$ cat config.mk
export PLATFORM = sky130hd
export DESIGN_NAME = cdb_arbiter
export DESIGN_NICKNAME = d
export VERILOG_FILES = /design/src/rtl/cdb_arbiter_pkg.sv /design/src/rtl/cdb_result_queue.sv /design/src/rtl/cdb_arbiter.sv
export SDC_FILE = /design/constraint.sdc
export NUM_CORES = 1
export LEC_CHECK = 0
export ABC_AREA = 1
export ABC_CLOCK_PERIOD_IN_PS = 15510
export CAP_MARGIN = 20
export CORE_ASPECT_RATIO = 0.5
export CORE_MARGIN = 3
export CORE_UTILIZATION = 55
export DETAILED_ROUTE_END_ITERATION = 12
export DONT_BUFFER_PORTS = 1
export PLACE_DENSITY = 0.7
export REMOVE_ABC_BUFFERS = 1
export SYNTH_ARGS = -nofsm -noshare
export SYNTH_HDL_FRONTEND = slang
export SYNTH_SLANG_ARGS = --single-unit
$ cat constraint.sdc
create_clock -name Sys_clk -period 15.51 [get_ports Sys_clk]
set_input_delay 2.3265 -clock Sys_clk [delete_from_list [all_inputs] [get_ports Sys_clk]]
set_output_delay 2.3265 -clock Sys_clk [all_outputs]
set_load 0.01 [all_outputs]
$ cat src/rtl/cdb_arbiter_pkg.sv
// cdb_arbiter_pkg
//   Shared widths and encodings for the common data bus arbiter.
//   ADDR_WIDTH : pc width
//   RoB_WIDTH  : reorder-buffer tag width
//   VAL_WIDTH  : result value width
//   NON_DEP    : tag value consumers use to mean "no pending producer"
//   SRC_RS / SRC_LSB : CDB_src encodings
package cdb_arbiter_pkg;

    localparam int ADDR_WIDTH = 32;
    localparam int RoB_WIDTH  = 8;
    localparam int VAL_WIDTH  = 32;

    localparam logic [RoB_WIDTH-1:0] NON_DEP = '1;

    localparam logic SRC_RS  = 1'b0;
    localparam logic SRC_LSB = 1'b1;

endpackage

$ cat src/rtl/cdb_result_queue.sv
// cdb_result_queue
//   Small circular FIFO holding results from one producer until the CDB
//   arbiter grants it.
//   clk_i, rst_i : clock, synchronous active-high reset
//   en_i         : global enable; push/pop only take effect when high
//   flush_i      : empties the queue (wins over en_i, push_i, pop_i)
//   push_i/data_i: enqueue at tail (dropped when full)
//   pop_i        : dequeue head (ignored when empty)
//   head_o       : entry at head
//   count_o      : occupancy, 0..Q_DEPTH
module cdb_result_queue #(
    parameter int Q_WIDTH = 2,
    parameter int DATA_W  = 72
) (
    input  logic              clk_i,
    input  logic              rst_i,
    input  logic              en_i,
    input  logic              flush_i,
    input  logic              push_i,
    input  logic [DATA_W-1:0] data_i,
    input  logic              pop_i,
    output logic [DATA_W-1:0] head_o,
    output logic [Q_WIDTH:0]  count_o
);

    localparam int Q_DEPTH = 1 << Q_WIDTH;

    logic [DATA_W-1:0]  mem_q [Q_DEPTH];
    logic [Q_WIDTH-1:0] head_q, head_d;
    logic [Q_WIDTH-1:0] tail_q, tail_d;
    logic [Q_WIDTH:0]   count_q, count_d;
    logic               full, empty, do_push, do_pop;

    assign full    = (count_q == (Q_WIDTH+1)'(Q_DEPTH));
    assign empty   = (count_q == '0);
    assign do_push = en_i && push_i && !full;
    assign do_pop  = en_i && pop_i && !empty;

    always_comb begin
        head_d  = head_q;
        tail_d  = tail_q;
        count_d = count_q;
        if (flush_i) begin
            head_d  = '0;
            tail_d  = '0;
            count_d = '0;
        end else begin
            if (do_push) tail_d = tail_q + 1'b1;
            if (do_pop)  head_d = head_q + 1'b1;
            unique case ({do_push, do_pop})
                2'b10:   count_d = count_q + 1'b1;
                2'b01:   count_d = count_q - 1'b1;
                default: count_d = count_q;
            endcase
        end
    end

    always_ff @(posedge clk_i) begin
        if (rst_i) begin
            head_q  <= '0;
            tail_q  <= '0;
            count_q <= '0;
        end else begin
            head_q  <= head_d;
            tail_q  <= tail_d;
            count_q <= count_d;
        end
    end

    // Storage needs no reset: count gates every read.
    always_ff @(posedge clk_i) begin
        if (!rst_i && !flush_i && do_push) mem_q[tail_q] <= data_i;
    end

    assign head_o  = mem_q[head_q];
    assign count_o = count_q;

    // Producers are expected to honour the stall; a push into a full queue is lost.
    a_no_push_when_full: assert property (@(posedge clk_i) disable iff (rst_i || flush_i)
        !(en_i && push_i && full));

endmodule

$ cat src/rtl/cdb_arbiter.sv
// cdb_arbiter
//   Round-robin arbiter sharing one registered CDB between the ALU
//   reservation station (RS) and the load/store buffer (LSB).
//   Sys_clk/Sys_rst/Sys_rdy   : clock, sync active-high reset, global enable
//   RSCDB_*                   : RS result input (tag, value, next pc)
//   LSBCDB_*                  : LSB result input (tag, load data)
//   CDBRS_stall/CDBLSB_stall  : producer back-pressure (one slot of margin)
//   CDB_*                     : registered broadcast; CDB_src 0=RS 1=LSB
//   RoBCDB_pre_judge          : 0 flushes all pending results
module cdb_arbiter #(
    parameter int ADDR_WIDTH = cdb_arbiter_pkg::ADDR_WIDTH,
    parameter int RoB_WIDTH  = cdb_arbiter_pkg::RoB_WIDTH,
    parameter int Q_WIDTH    = 2
) (
    input  logic                  Sys_clk,
    input  logic                  Sys_rst,
    input  logic                  Sys_rdy,
    input  logic                  RSCDB_en,
    input  logic [RoB_WIDTH-1:0]  RSCDB_RoB_index,
    input  logic [31:0]           RSCDB_value,
    input  logic [ADDR_WIDTH-1:0] RSCDB_next_pc,
    input  logic                  LSBCDB_en,
    input  logic [RoB_WIDTH-1:0]  LSBCDB_RoB_index,
    input  logic [31:0]           LSBCDB_value,
    output logic                  CDBRS_stall,
    output logic                  CDBLSB_stall,
    output logic                  CDB_en,
    output logic [RoB_WIDTH-1:0]  CDB_RoB_index,
    output logic [31:0]           CDB_value,
    output logic [ADDR_WIDTH-1:0] CDB_next_pc,
    output logic                  CDB_src,
    input  logic                  RoBCDB_pre_judge
);

    import cdb_arbiter_pkg::*;

    localparam int Q_DEPTH = 1 << Q_WIDTH;
    localparam int DATA_W  = RoB_WIDTH + 32 + ADDR_WIDTH;

    logic [DATA_W-1:0] rs_head, lsb_head, sel_head;
    logic [Q_WIDTH:0]  rs_cnt, lsb_cnt;
    logic              flush, rs_ne, lsb_ne, grant_rs, grant_lsb;

    logic                  cdb_en_q, cdb_en_d;
    logic [RoB_WIDTH-1:0]  cdb_idx_q, cdb_idx_d;
    logic [31:0]           cdb_val_q, cdb_val_d;
    logic [ADDR_WIDTH-1:0] cdb_pc_q, cdb_pc_d;
    logic                  cdb_src_q, cdb_src_d;
    logic                  last_grant_q, last_grant_d;

    assign flush = !RoBCDB_pre_judge;

    // Entries are packed {tag, value, next_pc}; LSB stores a zero pc so the
    // broadcast needs no per-source muxing of that field.
    cdb_result_queue #(.Q_WIDTH(Q_WIDTH), .DATA_W(DATA_W)) u_rs_q (
        .clk_i   (Sys_clk),
        .rst_i   (Sys_rst),
        .en_i    (Sys_rdy),
        .flush_i (flush),
        .push_i  (RSCDB_en),
        .data_i  ({RSCDB_RoB_index, RSCDB_value, RSCDB_next_pc}),
        .pop_i   (grant_rs),
        .head_o  (rs_head),
        .count_o (rs_cnt)
    );

    cdb_result_queue #(.Q_WIDTH(Q_WIDTH), .DATA_W(DATA_W)) u_lsb_q (
        .clk_i   (Sys_clk),
        .rst_i   (Sys_rst),
        .en_i    (Sys_rdy),
        .flush_i (flush),
        .push_i  (LSBCDB_en),
        .data_i  ({LSBCDB_RoB_index, LSBCDB_value, {ADDR_WIDTH{1'b0}}}),
        .pop_i   (grant_lsb),
        .head_o  (lsb_head),
        .count_o (lsb_cnt)
    );

    assign rs_ne  = (rs_cnt != '0);
    assign lsb_ne = (lsb_cnt != '0);

    // On a tie the source that did not win last time gets the bus.
    assign grant_rs  = rs_ne  && (!lsb_ne || last_grant_q == SRC_LSB);
    assign grant_lsb = lsb_ne && (!rs_ne  || last_grant_q == SRC_RS);
    assign sel_head  = grant_rs ? rs_head : lsb_head;

    always_comb begin
        cdb_en_d     = cdb_en_q;
        cdb_idx_d    = cdb_idx_q;
        cdb_val_d    = cdb_val_q;
        cdb_pc_d     = cdb_pc_q;
        cdb_src_d    = cdb_src_q;
        last_grant_d = last_grant_q;
        if (flush) begin
            cdb_en_d  = 1'b0;
            cdb_idx_d = '0;
            cdb_val_d = '0;
            cdb_pc_d  = '0;
            cdb_src_d = SRC_RS;
        end else if (Sys_rdy) begin
            if (grant_rs || grant_lsb) begin
                cdb_en_d     = 1'b1;
                cdb_idx_d    = sel_head[DATA_W-1 -: RoB_WIDTH];
                cdb_val_d    = sel_head[ADDR_WIDTH +: 32];
                cdb_pc_d     = sel_head[ADDR_WIDTH-1:0];
                cdb_src_d    = grant_rs ? SRC_RS : SRC_LSB;
                last_grant_d = grant_rs ? SRC_RS : SRC_LSB;
            end else begin
                cdb_en_d = 1'b0;
            end
        end
    end

    always_ff @(posedge Sys_clk) begin
        if (Sys_rst) begin
            cdb_en_q     <= 1'b0;
            cdb_idx_q    <= '0;
            cdb_val_q    <= '0;
            cdb_pc_q     <= '0;
            cdb_src_q    <= SRC_RS;
            last_grant_q <= SRC_LSB;
        end else begin
            cdb_en_q     <= cdb_en_d;
            cdb_idx_q    <= cdb_idx_d;
            cdb_val_q    <= cdb_val_d;
            cdb_pc_q     <= cdb_pc_d;
            cdb_src_q    <= cdb_src_d;
            last_grant_q <= last_grant_d;
        end
    end

    // Stall one entry early so a result already in flight still fits.
    assign CDBRS_stall  = (rs_cnt  >= (Q_WIDTH+1)'(Q_DEPTH-1));
    assign CDBLSB_stall = (lsb_cnt >= (Q_WIDTH+1)'(Q_DEPTH-1));

    assign CDB_en        = cdb_en_q;
    assign CDB_RoB_index = cdb_idx_q;
    assign CDB_value     = cdb_val_q;
    assign CDB_next_pc   = cdb_pc_q;
    assign CDB_src       = cdb_src_q;

endmodule

* After elaboration in Yosys (flattened, before gate mapping) *
Memories as Yosys holds them, arrays and structs flattened. A register that Yosys moved wholly into a read port is not among the register bits.
Cells that the tools add are included.

word-level totals
  bits in registers = 89
  RAM bits = 448
  output and inout bits = 76
  word-level logic and storage cells = 77
  memories kept = 2

operators by class
  $add $sub $neg = 8
  magnitude comparators = 2
  equality and inequality tests = 6
  multiplexer cells = 13
  bitwise logic cells = 2
  reduce and logical (&&, ||, !) cells = 32

memory list
  name           depth  width  read ports  clocked after memory_dff  wr ports  line                    source
  u_rs_q.mem_q   4      72     1           1                         1         cdb_result_queue.sv:28  logic [DATA_W-1:0] mem_q [Q_DEPTH];
  u_lsb_q.mem_q  4      40     1           1                         1         cdb_result_queue.sv:28

operators with widths
  kind                                                                number
  two-way mux 72 bit                                                  1
  logical AND 1 bit                                                   13
  one-hot mux 3 bit (2 select lines)                                  2
  adder 2 x 1 -> 2 bit (second input constant)                        4
  two-way mux 2 bit                                                   4
  zero test 1 bit                                                     7
  adder 3 x 1 -> 3 bit (second input constant)                        2
  equality test 3 bit (second input constant)                         2
  greater-or-equal comparator 3 x 2 -> 1 bit (second input constant)  2
  zero test 3 bit                                                     2
  two-way mux 1 bit                                                   6
  nonzero test 3 bit                                                  2
  subtractor 3 x 1 -> 3 bit (second input constant)                   2
  equality test 2 x 1 -> 1 bit (second input constant)                2
  equality test 2 bit (second input constant)                         2
  nonzero test 2 bit                                                  2
  logical OR 1 bit                                                    3
  AND reduction 3 bit                                                 1
  NOT 1 bit                                                           2
  AND reduction 2 bit                                                 1
  OR reduction 2 bit                                                  1

* Longest topological paths before layout *
  depth after elaboration = 8
  depth in mapped cells = 14
  depth with buffers taken out = 13

* Hierarchy *
A second synthesis with hierarchy kept.

unflattened totals
  cells, all modules = 2336
  area, all modules = 27546.4 um^2

by module, submodules not included
  module            instances  cells an instance  area each (um^2)  seq. area each (um^2)
  cdb_result_queue  2          770                11593.6           8828.5
  cdb_arbiter       1          796                4359.2            1501.4

* Worst setup path before layout *
Ideal clock, no wire load.

  kind = input port to flip-flop
  start = input port Sys_rst
  end = memory u_rs_q.mem_q[0][0] (enable)
  arrival time = 5948 ps
  setup slack = 9059 ps
  stages on the path = 6
  path buffers = 1
  cells stage by stage = inv_1 nand2_1 inv_1 buf_2 nand4_1 nor2_1

on the way
  word-level cells in the longest chain between the ends = 5

ends and longest elaborated chain
  what                                     line                    source
  from (decl)                              cdb_arbiter.sv:16       input logic Sys_rst,
  zero test 1 bit                          cdb_result_queue.sv:72  if (!rst_i && !flush_i && do_push) mem_q[tail_q] <= data_i;
  logical AND 1 bit (2 in series)          cdb_result_queue.sv:72
  two-way mux 1 bit                        cdb_result_queue.sv:72
  two-way mux 1 bit (implied by the code)  cdb_result_queue.sv:72
  to (decl)                                cdb_result_queue.sv:28

No other way between the ends.

* Final worst setup path *
  start = input port Sys_rst
  end = memory u_lsb_q.mem_q[2][36] (netlist name) (enable)

on the way
  word-level cells in the longest chain between the ends = 5

ends and longest elaborated chain
  what                                     line
  zero test 1 bit                          cdb_result_queue.sv:72
  logical AND 1 bit (2 in series)          cdb_result_queue.sv:72
  two-way mux 1 bit                        cdb_result_queue.sv:72
  two-way mux 1 bit (implied by the code)  cdb_result_queue.sv:72
  to (decl)                                cdb_result_queue.sv:28

No other way between the ends.

==> results.md <==
* Result of the run: finished clean
* DR WL/cell at 17.7 um
* Hold Violations, Final at 0
* GP Congestion at 0.748
* Class of the most critical setup path: primary input to flip-flop
* Number of antenna-violating nets in the routed design at 0
* Port buffer count at 0
* DPL Wire Length at 25.0 mm
* Post-synth top flop: edfxtp_1
* Quantity of hold-fixing buffers added after cts at 0
* Violation count after the first detailed-routing iteration at 1283
* Data arrival time of the critical path at 4.93 ns
* Peak fanout along the critical path at 49
* Count of mapped cells out of synthesis at 2053
* Total non-filler cell area in the finished layout at 23600 um^2
* Average via count per standard cell at 5.24
* Initial Utilization at 0.570
* Slew Limit Headroom at 0.297
* Final nets at 2148
* Global-route usage over all layers at 0.216
* Maximum number of pins on one net before global-route repair at 109
* Maximum frequency from static timing analysis at 211 MHz
* Count of clock tree sinks at 541
* Number of ports placed on the die boundary at 194
* Type of element launching the critical path: primary input
* Post-synthesis register bit count at 541
* Diode count at 0
* Core area at 38200 um^2
* Source-to-sink clock delay at the later pin of the worst-skew pair at 0.56 ns
* Largest buffer count on any clock path at 3
* RSZ-0062 raised after global routing: no
* Standard-cell rows at 50
* H-tree depth reported by CTS at 2
* Post-detailed-route DRC marker count at 0
* Horizontal die dimension at 287 um
* Number of vias in the routed layout at 13500
* CTS tree: built
* Post-CTS setup-driven buffer insertion count at 0
* Total number of yosys warnings at 0
* Root Buffer: clkbuf_16
* Leading post-synthesis cells by cell area: edfxtp_1 (62%), nand2_1 (10%), dfxtp_1 (8.6%), nor2_1 (4.6%), nand3_1 (3.8%)
* Max-slew violation total from the final report at 0
* Most common cell in the netlist: nand2_1
* Summed negative setup slack over all endpoints at 0 ns
* Post-route clock period utilization at 0.305
* Final setup fails at 0
* Grt total ovfl at 0
* Final setup skew at 0.0110 ns
* Total length of routed wires at 45.7 mm
* Area after DPL at 22100 um^2
* Cell types with the highest counts after synthesis: nand2_1 (593), edfxtp_1 (448), nor2_1 (266)
* P_leak at 9.16 nW
* Share of layout cells above drive strength 1 at 0.0555
* Chip Height at 147 um
* Cts repair resizes at 0
* Number of clock buffers inserted by TritonCTS at 46
* Largest voltage drop on the vdd net at 0.0662 mV
* Area grow syn2layout at 8.39%
* Top-area cell type share of the netlist area at 0.618
* Count of TritonRoute iterations in the first routing pass at 6
* Post-Syn Area per Cell at 10.6 um^2
* Initial antenna violation count at 0
* Part of the Yosys area used for sequential elements at 0.703
* Worst-Margin Slew at 1.05 ns
* Maximum capacitance violations at 0
* Clock-pin slew on the worst setup and hold paths at 0.06 ns
* Async set-or-reset flop fraction in the synthesized netlist at 0
* Endpoint class of the critical path: flip-flop
* Required arrival time at the worst endpoint at 15.70 ns
* Cell type contributing the most total cell area after synthesis: edfxtp_1
* Post-route minimum period at 4.74 ns
* Mapped cell area at 21800 um^2
* Path type of the worst min-delay path: flip-flop to flip-flop
* Number of distinct library cells after synthesis at 23
* Wire length of the first global-routing pass at 71.4 mm
* Die footprint at 42200 um^2
* Number of global-route vias before repair at 12900
* EDFF count, synth at 448
* Ratio of total power to cell area at 119 nW/um^2
## area by class of cell
type,count,area [um^2]
well taps,520,651
multi-input cells,1212,5200
clock buffers,67,1330
inverters,194,731
flip-flops and latches,541,15300
clock inverters,18,136
repair buffers,23,233
fillers,2887,14600
## state kept, by name (all words and copies together), names as in the netlist, 3 cells and up, named ones only
signal	cells
CDB_RoB_index	8
CDB_next_pc	32
CDB_value	32
u_lsb_q.count_o	3
u_lsb_q.mem_q	160
u_rs_q.count_o	3
u_rs_q.mem_q	288
## layer usage
metal,share of wire,routed length [um],track usage,up-vias
met5,0,0,0,-
met2,0.50,22800,0.371,321
met4,0.025,1140,0.0597,0
met3,0.062,2840,0.0471,76
li1,-,-,-,6653
met1,0.41,18900,0.279,6449
## through the flow
stage	cells	total power [W]	utilization	hold slack, ns	worst slack (ns)
global route	2575	0.00290	0.617	0.494	10.58
CTS	2572	0.00282	0.615	0.480	10.51
floorplan	1947	0.00168	-	0.429	8.00
finish	2575	0.00280	0.617	0.479	10.77
detailed placement	2487	0.00171	0.577	0.466	9.91
global placement	2487	0.00170	0.577	0.448	9.98
## layout by cell type (no fill, tap or decap), types with 2 or more instances in the layout
cell type    n
clkinv_2     6
nand2_1    592
bufinv_16    2
inv_2        6
nand3_1    167
o21ai_0    101
fa_1         2
clkbuf_16   47
clkbuf_8     8
buf_4       20
inv_1      186
nand2_4      2
nand2_2      2
buf_16       3
a21oi_1     47
dfxtp_2      3
nor2_1     258
xor2_1       3
nand4_1      3
clkinv_1     9
clkbuf_1    12
dfxtp_1     89
o21ai_1     14
nor2_4       8
ha_1        10
nand3_2      2
edfxtp_1   448
## worst paths after layout
path | to | slack, ns | cells past startpoint | from
worst max-delay path | u_lsb_q.mem_q[2][36] | 10.77 | 7 | Sys_rst
worst min-delay path | last_grant_q | 0.48 | 2 | last_grant_q
worst max register to register | u_lsb_q.count_o[2] | 12.59 | 13 | u_rs_q.count_o[1]
worst min register to register | last_grant_q | 0.48 | 2 | last_grant_q
## critical path: stages
cell	delay [ns]
inv_1	0.07
nand2_2	0.48
clkinv_1	0.20
buf_4	0.49
nand4_1	0.54
nor2_4	0.21
buf_4	0.54
## report_power, final
| part | switching, W | internal, W | total [W] |
|---|---|---|---|
| Clock | 0.000502 | 0.000630 | 0.00113 |
| Combinational | 0.0000579 | 0.0000209 | 0.0000788 |
| Sequential | 0.00000994 | 0.00158 | 0.00159 |
## cell families (layout without fill, tap and decap cells)
group,Yosys count,count (layout),synth area share
AO/OA/AOI/OAI,162,162,0.0372
flip-flops,541,541,0.703
XOR/XNOR,3,3,0.00121
AND/OR/NAND/NOR,1035,1035,0.189
adder cells (fa/ha/maj),12,12,0.00758
buffers and inverters,300,302,0.0613
Note: power is estimated with default switching activity, not from simulation.
